<file path="src/rtl/burst_read_prefetch_pkg.sv">
// Shared types for the burst read prefetcher: one-hot FSM state encoding.
package burst_read_prefetch_pkg;

    typedef enum logic [4:0] {
        ST_IDLE  = 5'b00001,
        ST_ISSUE = 5'b00010,
        ST_ACK   = 5'b00100,
        ST_WAIT  = 5'b01000,
        ST_DRAIN = 5'b10000
    } state_t;

endpackage

</file>
<file path="src/rtl/burst_read_prefetch_fifo.sv">
// Show-ahead register FIFO with wrap-bit pointers; the caller never pushes into a
// full FIFO without a same-cycle pop, and never pops an empty one.
module prefetch_fifo #(
    parameter int DATA_WIDTH = 32,
    parameter int FIFO_AW    = 5
) (
    input  logic                  clk,
    input  logic                  reset,
    input  logic                  push,
    input  logic [DATA_WIDTH-1:0] wr_data,
    input  logic                  pop,
    output logic [DATA_WIDTH-1:0] rd_data,
    output logic                  full,
    output logic                  empty,
    output logic [FIFO_AW:0]      count
);
    localparam int DEPTH = 1 << FIFO_AW;

    logic [DATA_WIDTH-1:0] mem [DEPTH];
    logic [FIFO_AW:0]      wr_ptr;
    logic [FIFO_AW:0]      rd_ptr;

    always_ff @(posedge clk or posedge reset) begin
        if (reset) begin
            wr_ptr <= '0;
            rd_ptr <= '0;
        end else begin
            if (push) wr_ptr <= wr_ptr + (FIFO_AW+1)'(1);
            if (pop)  rd_ptr <= rd_ptr + (FIFO_AW+1)'(1);
        end
    end

    always_ff @(posedge clk) begin
        if (push) mem[wr_ptr[FIFO_AW-1:0]] <= wr_data;
    end

    assign count   = wr_ptr - rd_ptr;
    assign empty   = (wr_ptr == rd_ptr);
    assign full    = (wr_ptr[FIFO_AW] != rd_ptr[FIFO_AW]) &&
                     (wr_ptr[FIFO_AW-1:0] == rd_ptr[FIFO_AW-1:0]);
    // Gate the head word so the stream data reads zero whenever nothing is valid.
    assign rd_data = empty ? '0 : mem[rd_ptr[FIFO_AW-1:0]];

endmodule

</file>
<file path="src/rtl/burst_read_prefetch.sv">
// Frame prefetcher: issues fixed-length bursts to an Avalon-MM burst read master only
// when the FIFO has room reserved for every beat, then streams the beats out.
module burst_read_prefetch
    import burst_read_prefetch_pkg::*;
#(
    parameter int ADDRESS_WIDTH  = 32,
    parameter int DATA_WIDTH     = 32,
    parameter int BYTES_PER_WORD = 4,
    parameter int BURST_WIDTH    = 4,
    parameter int BURST_LEN      = 8,
    parameter int LENGTH_WIDTH   = 24,
    parameter int FIFO_DEPTH     = 32,
    parameter int FIFO_AW        = 5
) (
    input  logic                     clk,
    input  logic                     reset,
    input  logic                     cfg_go,
    input  logic [ADDRESS_WIDTH-1:0] cfg_base,
    input  logic [LENGTH_WIDTH-1:0]  cfg_words,
    output logic                     busy,
    output logic                     done,
    output logic                     err,
    output logic                     rd_start,
    output logic [ADDRESS_WIDTH-1:0] rd_baseaddress,
    output logic [BURST_WIDTH-1:0]   rd_burstcount,
    input  logic                     rd_busy,
    input  logic                     rd_datavalid,
    input  logic [DATA_WIDTH-1:0]    rd_data,
    output logic                     out_valid,
    output logic [DATA_WIDTH-1:0]    out_data,
    output logic                     out_sof,
    input  logic                     out_ready
);
    localparam logic [FIFO_AW:0] RES_ONE   = (FIFO_AW+1)'(1);
    localparam logic [FIFO_AW:0] RES_BURST = (FIFO_AW+1)'(BURST_LEN);
    localparam logic [FIFO_AW:0] RES_LIMIT = (FIFO_AW+1)'(FIFO_DEPTH - BURST_LEN);
    localparam logic [FIFO_AW:0] FIFO_CAP  = (FIFO_AW+1)'(FIFO_DEPTH);
    localparam logic [ADDRESS_WIDTH-1:0] ADDR_STEP = ADDRESS_WIDTH'(BURST_LEN * BYTES_PER_WORD);

    state_t                    state;
    state_t                    state_next;
    logic [ADDRESS_WIDTH-1:0]  addr;
    logic [LENGTH_WIDTH-1:0]   bursts_left;
    logic [FIFO_AW:0]          reserved;
    logic                      sof_pending;
    logic                      go_accept;
    logic                      issue;
    logic                      drain_exit;
    logic                      push;
    logic                      pop;
    logic                      overflow;
    logic                      fifo_full;
    logic                      fifo_empty;
    logic [FIFO_AW:0]          fifo_count;

    always_ff @(posedge clk or posedge reset) begin
        if (reset) state <= ST_IDLE;
        else       state <= state_next;
    end

    always_comb begin
        state_next = state;
        case (state)
            ST_IDLE:  if (go_accept) state_next = ST_ISSUE;
            ST_ISSUE: begin
                if (bursts_left == '0) state_next = ST_DRAIN;
                else if (issue)        state_next = ST_ACK;
            end
            ST_ACK:   if (rd_busy)    state_next = ST_WAIT;
            ST_WAIT:  if (!rd_busy)   state_next = ST_ISSUE;
            ST_DRAIN: if (drain_exit) state_next = ST_IDLE;
            default:  state_next = ST_IDLE;
        endcase
    end

    always_comb begin
        go_accept  = 1'b0;
        issue      = 1'b0;
        drain_exit = 1'b0;
        case (state)
            ST_IDLE:  go_accept  = cfg_go;
            ST_ISSUE: issue      = (bursts_left != '0) && !rd_busy && (reserved <= RES_LIMIT);
            ST_DRAIN: drain_exit = (reserved == '0);
            default:  ;
        endcase
    end

    // Stream handshake: a beat transfers on every cycle with out_valid and out_ready both
    // high; out_valid never drops and out_data/out_sof never change until that transfer.
    assign pop       = out_valid && out_ready;
    assign out_valid = !fifo_empty;
    assign out_sof   = out_valid && sof_pending;
    assign done      = pop && (reserved == RES_ONE) && (bursts_left == '0);
    assign push      = rd_datavalid && ((fifo_count != FIFO_CAP) || pop);
    assign overflow  = rd_datavalid && fifo_full && !pop;
    assign rd_burstcount = BURST_WIDTH'(BURST_LEN);

    always_ff @(posedge clk or posedge reset) begin
        if (reset) begin
            addr           <= '0;
            bursts_left    <= '0;
            reserved       <= '0;
            busy           <= 1'b0;
            sof_pending    <= 1'b0;
            err            <= 1'b0;
            rd_start       <= 1'b0;
            rd_baseaddress <= '0;
        end else begin
            rd_start <= issue;
            if (go_accept) begin
                addr        <= cfg_base;
                bursts_left <= LENGTH_WIDTH'(cfg_words / BURST_LEN);
                busy        <= 1'b1;
            end
            if (issue) begin
                rd_baseaddress <= addr;
                addr           <= addr + ADDR_STEP;
                bursts_left    <= bursts_left - LENGTH_WIDTH'(1);
            end
            if (drain_exit) busy <= 1'b0;
            if (go_accept)  sof_pending <= 1'b1;
            else if (pop)   sof_pending <= 1'b0;
            // Reservation covers FIFO contents plus beats still owed by the master.
            reserved <= reserved + (issue ? RES_BURST : '0) - (pop ? RES_ONE : '0);
            if (overflow) err <= 1'b1;
        end
    end

    prefetch_fifo #(
        .DATA_WIDTH (DATA_WIDTH),
        .FIFO_AW    (FIFO_AW)
    ) u_fifo (
        .clk     (clk),
        .reset   (reset),
        .push    (push),
        .wr_data (rd_data),
        .pop     (pop),
        .rd_data (out_data),
        .full    (fifo_full),
        .empty   (fifo_empty),
        .count   (fifo_count)
    );

endmodule
</file>
<file path="config.mk">
export PLATFORM = sky130hd
export DESIGN_NAME = burst_read_prefetch
export DESIGN_NICKNAME = d
export VERILOG_FILES = /design/src/rtl/burst_read_prefetch_pkg.sv /design/src/rtl/burst_read_prefetch_fifo.sv /design/src/rtl/burst_read_prefetch.sv
export SDC_FILE = /design/constraint.sdc
export NUM_CORES = 1
export LEC_CHECK = 0
export ABC_AREA = 1
export ABC_CLOCK_PERIOD_IN_PS = 5950
export CORE_MARGIN = 10
export CORE_UTILIZATION = 30
export CTS_BUF_LIST = sky130_fd_sc_hd__clkbuf_2 sky130_fd_sc_hd__clkbuf_4 sky130_fd_sc_hd__clkbuf_8
export DETAILED_ROUTE_END_ITERATION = 12
export HOLD_SLACK_MARGIN = 0.15
export SLEW_MARGIN = 5
export SYNTH_ARGS = -nofsm -noshare
export SYNTH_HDL_FRONTEND = slang
export SYNTH_SLANG_ARGS = --single-unit
</file>
<file path="constraint.sdc">
create_clock -name clk -period 5.95 [get_ports clk]
set_input_delay 0.595 -clock clk [delete_from_list [all_inputs] [get_ports clk]]
set_output_delay 0.595 -clock clk [all_outputs]
set_load 0.05 [all_outputs]
</file>
# Yosys cells after proc, flatten, opt, wreduce, memory -nomap -nowiden
# Memories as Yosys holds them, arrays and structs flattened.
# Cells that the tools add are included.
# totals
ff_bits	115
mem_bits_rw	1024
output_inout_bits	74
wordCells	79
memories	1
# op_classes
n_addsub	7
order_cmp	1
eq_ne	15
mux	23
n_reduce_logical	21
# mem_list
name	depth	width	read_ports	rd_ports_with_merged_regs	write_ports	line_no	text
u_fifo.mem	32	32	1	0	1	burst_read_prefetch_fifo.sv:19	logic [DATA_WIDTH-1:0] mem [DEPTH];
# ops
operator	count
32-bit 2-to-1 mux	3
24-bit 2-to-1 mux	2
32-bit by 6-bit adder with 32-bit output (second input constant)	1
5-bit 2-to-1 mux	6
5-bit case mux with 5 select lines	1
24-bit zero test	1
24-bit nonzero test	1
24-bit by 1-bit subtractor with 24-bit output (second input constant)	1
6-bit by 1-bit adder with 6-bit output (second input constant)	2
1-bit logical AND	10
1-bit 2-to-1 mux	10
2-bit inequality test (second input constant)	4
6-bit by 4-bit adder with 6-bit output	1
6-bit by 1-bit == test with 1-bit output (second input constant)	1
6-bit == test	1
6-bit by 5-bit <= comparator with 1-bit output (second input constant)	1
6-bit zero test	1
6-bit inequality test (second input constant)	1
2-bit nonzero test	3
6-bit by 1-bit subtractor with 6-bit output	1
6-bit subtractor	1
5-bit by 1-bit == test with 1-bit output (second input constant)	1
5-bit by 2-bit == test with 1-bit output (second input constant)	1
5-bit by 3-bit == test with 1-bit output (second input constant)	1
other kinds (9)	11

# Logic depth before layout (Yosys ltp)
# Gate-level depths: netlist of run 1.
# logic_depth
ltp_word	7
ltp_mapped	18

# Cells and area by module
# A second synthesis of run 1 with hierarchy kept.
# unflattened
hier_cells	4330
hier_area_um2	47521.8
# modules_own_cells
mod	instances	cells_per_inst	area_per_inst_um2	seq_area_each_um2
prefetch_fifo	1	3545	41733.8	31049.8
burst_read_prefetch	1	785	5788.1	2578.7

# Worst setup path after synthesis of run 1
# Ideal clock, no wire load.
# synth_timing
path_type	register to register
startpoint	reg u_fifo.rd_ptr[4]
endpoint	mem u_fifo.mem[10][0], enable pin
setup_ns	0.421
arrival_time_ns	3.449
required_ns	5.529
path_slack_ns	2.080
stages_incl_launch_ff	16
path_buffers	4
cell_sequence	dfrtp_1 clkbuf_1 clkinv_1 clkbuf_1 ha_1 nand2_1 inv_1 nor2_1 nor2_1 nand2_1 nor2_1 nand2_1 nand2_1 buf_2 buf_2 nor2_1
# synth_between
elab_chain_cells	7
elab_cells_between_ends	9
cone_classes	add/sub: 1; eq/ne: 2; mux: 2; reduce/logical: 4
# synth_rtl
item	line_no	text
from (decl)	burst_read_prefetch_fifo.sv:21	logic [FIFO_AW:0] rd_ptr;
from (signal assigned)	burst_read_prefetch_fifo.sv:29	if (pop) rd_ptr <= rd_ptr + (FIFO_AW+1)'(1);
parallel branches: the longest is 3 deep, another holds 6-bit subtractor	n/a	
1-bit logical OR *	burst_read_prefetch.sv:94	assign push = rd_datavalid && ((fifo_count != FIFO_CAP) || pop);
1-bit logical AND *	burst_read_prefetch.sv:94	
1-bit 2-to-1 mux *	burst_read_prefetch_fifo.sv:34	if (push) mem[wr_ptr[FIFO_AW-1:0]] <= wr_data;
1-bit 2-to-1 mux (not written as such) *	burst_read_prefetch_fifo.sv:34	
to (decl)	burst_read_prefetch_fifo.sv:19	
# Every way passes the cells marked *.

# Final worst setup path of run 1
# layout_timing
startpoint	reg u_fifo.rd_ptr[1]
endpoint	out out_data[25]
# layout_between
elab_chain_cells	2
elab_cells_between_ends	3
cone_classes	eq/ne: 1; mux: 1; memory: 1
# layout_rtl
item	line_no	text
memory 32 x 32 bit / 6-bit == test (equally long branches)	n/a	
32-bit 2-to-1 mux *	burst_read_prefetch_fifo.sv:42	assign rd_data = empty ? '0 : mem[rd_ptr[FIFO_AW-1:0]];
to (decl)	burst_read_prefetch.sv:30	output logic [DATA_WIDTH-1:0] out_data,
# Mark *: on every way between the ends. The rest lies on a longest branch, timed or not.

==> results of run 1 <==
-- critical path: stages, from the launching register on --
cell             delay, ns
dfrtp_4               0.58
inv_8                 0.40
ha_1                  0.34
nand2_1               0.09
nor2_1                0.05
nand2_1               0.08
nor2_1                0.12
inv_2                 0.60
buf_4                 0.33
nand2_1               0.07
nor2_1                0.27
clkdlybuf4s50_1       0.96
-- per-stage QoR --
step                total power (uW)  setup slack, ns
finish                         28400            0.575
global route                   30100            0.380
CTS                            28600            0.405
detailed placement             21500             1.42
global placement               21400             1.40
floorplan                      17600             2.08
-- power by group --
part           internal (uW)  switching, uW
registers               9480            507
logic                   3190           8150
clock network           3760           3290
-- layout make-up --
class,count,area share [%]
Antenna cell,2,0.00874
Clock buffer,258,5.47
Clock inverter,82,1.23
Inverter,261,1.75
Multi-Input combinational cell,3135,23.7
Sequential cell,1139,58.7
Tap cell,2175,4.75
Timing Repair Buffer,241,4.31
-- layout by cell type, fill, tap and decap left out, types with 7 or more instances in the layout --
master and instances:
bufinv_16 7, clkbuf_8 191, o21ai_0 192, nor2_4 36, nand4_1 30, inv_1 251
a21oi_1 34, ha_1 20, nand2_1 1513, dfrtp_1 110, nand3_1 552, buf_4 60
edfxtp_1 1024, clkdlybuf4s50_1 159, clkinv_1 42, clkinv_2 19, buf_12 21, clkbuf_4 67
nor2_1 682, xor2_1 28, nand2_2 9
-- state kept, by name, summed over array words and instances (netlist names) --
| signal | count |
|---|---|
| bursts_left | 24 |
| busy | 1 |
| reserved | 6 |
| err | 1 |
| rd_start | 1 |
| state | 5 |
| rd_baseaddress | 32 |
| u_fifo.rd_ptr | 6 |
| u_fifo.wr_ptr | 6 |
| sof_pending | 1 |
| addr | 32 |
| u_fifo.mem | 1024 |
-- metal layers --
metal / vias to the layer above / routed length, um / part of all wire (%)
li1: 16300 / - / -
met1: 16500 / 59100 / 43
met2: 1192 / 66200 / 48
met3: 224 / 9630 / 6.9
met4: 8 / 4000 / 2.9
met5: - / 51 / 0.037
-- worst paths after layout --
kind | to | from | cells past startpoint | slack [ns]
worst max-delay path | out_data[25] | u_fifo.rd_ptr[1] | 11 | 0.58
worst min-delay path | u_fifo.mem[31][5] | rd_data[5] | 1 | 0.29
worst max register to register | u_fifo.mem[31][10] | u_fifo.rd_ptr[1] | 12 | 1.81
worst min register to register | rd_baseaddress[19] | rd_baseaddress[19] | 2 | 0.48
max in group asynchronous | rd_baseaddress[23] | reset | 3 | 4.35
min in group asynchronous | u_fifo.rd_ptr[3] | reset | 2 | 0.30
-- cells by family after synthesis --
family          Yosys count  share of synthesized area (%)
other cells               2                         0.0153
buf+inv                 521                           4.58
flops                  1139                           68.3
compound gates          237                           2.45
simple gates           2840                           23.5
fa+ha+maj                21                          0.549
xor+xnor                 33                          0.587
==> impl_metrics.env, run 1 <==
export IMPL_outcome="complete, no violations"
export IMPL_dieArea_um2=181000
export IMPL_final_max_slew_viol_count=0
export IMPL_drc_errors=0
export IMPL_seq_area_um2=33600
export IMPL_postCtsHoldBufs=0
export IMPL_final_cells=7293
export IMPL_fmax_mhz=186
export IMPL_ys_warn_count=0
export IMPL_die_h_um=425
export IMPL_grtUsageMet1_pct=19.6
export IMPL_post_cts_setup_buffer_count=0
export IMPL_wl_mm=139
export IMPL_start_kind="flop"
export IMPL_layout_nets=5080
export IMPL_finalSetupViolCount=0
export IMPL_synth_seq_cells=1139
export IMPL_via_count=34200
export IMPL_netlist_top_cells_count="nand2_1, edfxtp_1, nor2_1"
export IMPL_cp_data_arrival_time_ns=4.78
export IMPL_finClkSkew_ns=0.0457
export IMPL_grt_usage_pct=14.9
export IMPL_final_layout_size_suffix_gt1_share_pct=8.84
export IMPL_synth_area_um2=49200
export IMPL_synth_top_area_share_pct=62.5
export IMPL_post_cts_resized=0
export IMPL_max_slew_worst_pin_slew_ns=1.28
export IMPL_timing_final_crit_share_pct=90.3
export IMPL_busiest_layer="met2"
export IMPL_initial_core_util_pct=30.2
export IMPL_yosysTopAreaCell="edfxtp_1"
export IMPL_async_flop_share_pct=10.1
export IMPL_firstDrtPassIters=6
export IMPL_grt_pass1_vias=32500
export IMPL_dieWidth_um=425
export IMPL_hpwlAfterDp_mm=76.8
export IMPL_maxSlewHeadroom_pct=14.2
export IMPL_htree_levels=4
export IMPL_worst_hold_path_type="input pin to flop"
export IMPL_utilization_pct=35.1
export IMPL_fillCellCount=16200
export IMPL_grt_pass1_wl_mm=208
export IMPL_p_leak_uw=0.0219
export IMPL_cts_buffers=187
export IMPL_fin_tns_setup_ns=0
export IMPL_met3_usage_pct=2.81
export IMPL_hold_violations=0
export IMPL_design_core_area_um2=163000
export IMPL_placed_cells=6951
export IMPL_p_per_area_nw_per_um2=495
export IMPL_rows=148
export IMPL_syn_inst=4793
export IMPL_synth_most_common_cell="nand2_1"
export IMPL_ys_seq_area_share_pct=68.3
export IMPL_rsz0062_at_grt="no"
export IMPL_ant_nets=0
export IMPL_crit_path_end_kind="output pin"
export IMPL_clock_latency_ns=0.91
export IMPL_maxCapViolCount=0
export IMPL_critical_path_max_fanout=68
export IMPL_cts_buffer_depth=3
export IMPL_ir_drop_mv=0.616
export IMPL_required_ns=5.36
export IMPL_critPathKind="flop to output pin"
export IMPL_clock_sink_count=1139
export IMPL_dpl_cell_area_um2=53400
export IMPL_yosys_top_cells_area="edfxtp_1, nand2_1, dfrtp_1, nand3_1, nor2_1"
export IMPL_cts_root_buf="clkbuf_8"
export IMPL_final_min_clock_period_ns=5.37
export IMPL_place_gp_congestion=0.836
export IMPL_multi_input_area_um2=13600
export IMPL_grt_use_met2_pct=24.6
export IMPL_grt_max_degree=189
export IMPL_cts_tree="done"
export IMPL_wl_per_cell_um=19.1
export IMPL_ys_flop_type="edfxtp_1"
export IMPL_grt_overflow=0
export IMPL_synth_edf_count=1024
export IMPL_synthDistinctLibCells=39
export IMPL_areaGrowthSynthToFinish_pct=16.4
export IMPL_finalHoldWorstSlack_ns=0.294
export IMPL_ios=168
export IMPL_antenna_found_initial=8
export IMPL_finish_instance_area_um2=57300
export IMPL_port_buffers=160
export IMPL_syn_avg_cell_area_um2=10.3
export IMPL_via_per_inst=4.69
export IMPL_clk_pin_slew_ns=0.06
export IMPL_drt_initial_drc_count=3390
(Power assumes the default switching activity.)
==> run 2: changes to the inputs <==
Settings changed: DONT_BUFFER_PORTS from default to 1.
==> impl_metrics.env, run 2 (same netlist as run 1, synthesis figures left out) <==
export IMPL_areaGrowthSynthToFinish_pct=15.2
export IMPL_hpwlAfterDp_mm=76.3
export IMPL_pre_cts_slack_ns=1.75
export IMPL_place_gp_congestion=0.844
export IMPL_crit_chain="clkinv_2 -> ha_1 -> nand2_1 -> inv_1 -> nand2_1 -> nor2_1 -> inv_2 -> buf_4 -> nand2_1 -> nor2_1 -> buf_4"
export IMPL_fmax_mhz=202
export IMPL_fin_ws_ns=1.01
export IMPL_r2r_slack_ns=1.62
export IMPL_rsz0062_at_grt="no"
export IMPL_max_stage_delay_ns=0.60
export IMPL_ant_nets=0
export IMPL_worst_hold_path_type="input pin to flop"
export IMPL_cts_root_buf="clkbuf_8"
export IMPL_final_max_slew_viol_count=0
export IMPL_via_per_inst=4.70
export IMPL_cts_buffers=182
export IMPL_power_uw=27700
export IMPL_critical_path_max_fanout=24
export IMPL_outcome="complete, no violations"
export IMPL_critPathTopFamily="buffers and inverters"
export IMPL_reg2regPathDepth=12
export IMPL_htree_levels=4
export IMPL_post_cts_resized=0
export IMPL_ios=168
export IMPL_wl_per_cell_um=19.2
export IMPL_cpMostUsedCell="nand2_1"
export IMPL_drc_errors=0
export IMPL_finalSetupViolCount=0
export IMPL_dieWidth_um=425
export IMPL_grt_max_degree=192
export IMPL_min_to="u_fifo.wr_ptr[1]"
export IMPL_hold_depth=8
export IMPL_ir_drop_mv=0.444
export IMPL_max_slew_worst_pin_slew_ns=1.20
export IMPL_cts_tree="done"
export IMPL_antenna_found_initial=17
export IMPL_grt_pass1_wl_mm=207
export IMPL_mostFrequentLayoutCell="nand2_1"
export IMPL_maxCapViolCount=0
export IMPL_layout_common_cells="nand2_1, edfxtp_1, nor2_1"
export IMPL_wl_mm=139
export IMPL_cp_buffers_inverters=5
export IMPL_grt_overflow=0
export IMPL_grt_pass1_vias=32000
export IMPL_fin_tns_setup_ns=0
export IMPL_p_leak_uw=0.0217
export IMPL_die_h_um=425
export IMPL_firstDrtPassIters=5
export IMPL_timing_final_crit_share_pct=83.0
export IMPL_design_core_area_um2=163000
export IMPL_dieArea_um2=181000
export IMPL_clock_sink_count=1139
export IMPL_maxSlewHeadroom_pct=19.8
export IMPL_final_min_clock_period_ns=4.94
export IMPL_regToRegEndpoint="u_fifo.mem[18][31]"
export IMPL_critPathKind="flop to output pin"
export IMPL_drt_initial_drc_count=3301
export IMPL_rr_startpoint="u_fifo.rd_ptr[3]"
export IMPL_cp_depth=11
export IMPL_hold_violations=0
export IMPL_rows=148
export IMPL_port_buffers=0
export IMPL_finClkSkew_ns=0.0802
export IMPL_largest_reg_flops=1024
export IMPL_postCtsHoldBufs=105
export IMPL_required_ns=5.36
export IMPL_cp_data_arrival_time_ns=4.34
export IMPL_cts_buffer_depth=3
export IMPL_crit_path_end_kind="output pin"
export IMPL_clk_pin_slew_ns=0.07
export IMPL_post_cts_setup_buffer_count=0
export IMPL_slowest_stage="inv_2"
export IMPL_via_count=34100
export IMPL_p_per_area_nw_per_um2=489
export IMPL_start_kind="flop"
export IMPL_grt_usage_pct=15.0
export IMPL_worstHoldStart="out_ready"
export IMPL_clock_latency_ns=0.91
export IMPL_initial_core_util_pct=30.2
export IMPL_utilization_pct=34.8
export IMPL_layout_nets=5044
export IMPL_final_layout_size_suffix_gt1_share_pct=9.47
[run 2: cell count changes in the layout (fill, tap and decap cells not counted), moves of 7 or more]
cell | before | now
buf_4 | 60 | 95
clkbuf_4 | 67 | 79
clkdlybuf4s50_1 | 159 | 0
clkinv_1 | 42 | 35
clkinv_2 | 19 | 7
diode_2 | 2 | 14
dlygate4sd3_1 | 0 | 91
[run 2: tightest hold or removal path, stage by stage]
cell and delay (ns):
nor2_1 0.02, nand2_1 0.05, nor2_1 0.04, nand2_1 0.05, nor2_1 0.03, nand2_1 0.23, nand3_1 0.11, nand2_1 0.06
[run 2: power by group]
part	leakage (uW)	total, uW	internal, uW	switching, uW
Sequential	0.0107	10400	9460	897
Clock	0.00190	6730	3570	3160
Combinational	0.00917	10600	2810	7830
[run 2: area by class of cell]
type	count	area (um2)
sequential	1139	33600
clock buffer	267	3180
tap	2175	2720
inverter	261	1000
clock inverter	57	415
antenna	14	35.0
multi-input combinational	3135	13600
timing repair buffer	210	2100
fill	16300	106000
[run 2: how the worst max path moves through the flow]
stage	from	to	slack (ns)
floorplan	u_fifo.rd_ptr[4]	u_fifo.mem[10][0]	2.08
CTS	u_fifo.rd_ptr[3]	out_data[27]	0.92
finish	u_fifo.rd_ptr[3]	out_data[27]	1.01
global route	u_fifo.rd_ptr[3]	out_data[27]	0.89
detailed placement	u_fifo.rd_ptr[3]	u_fifo.mem[18][29]	1.75
global placement	u_fifo.rd_ptr[3]	u_fifo.mem[18][29]	1.70
[run 2: metrics by stage]
stage | instance area [um2] | instances | hold slack [ns]
floorplan | 49200 | 4795 | 0.463
global placement | 51900 | 6815 | 0.495
detailed placement | 51900 | 6815 | 0.508
CTS | 56700 | 7244 | 0.185
global route | 56700 | 7252 | 0.315
finish | 56700 | 7258 | 0.316
[run 2: layer usage]
layer	GRT usage, %	share of wire, %	vias to the layer above
li1	-	-	16200
met1	19.8	42	16300
met2	24.4	47	1244
met3	3.00	7.7	269
met4	5.28	3.2	16
met5	0	0.065	-
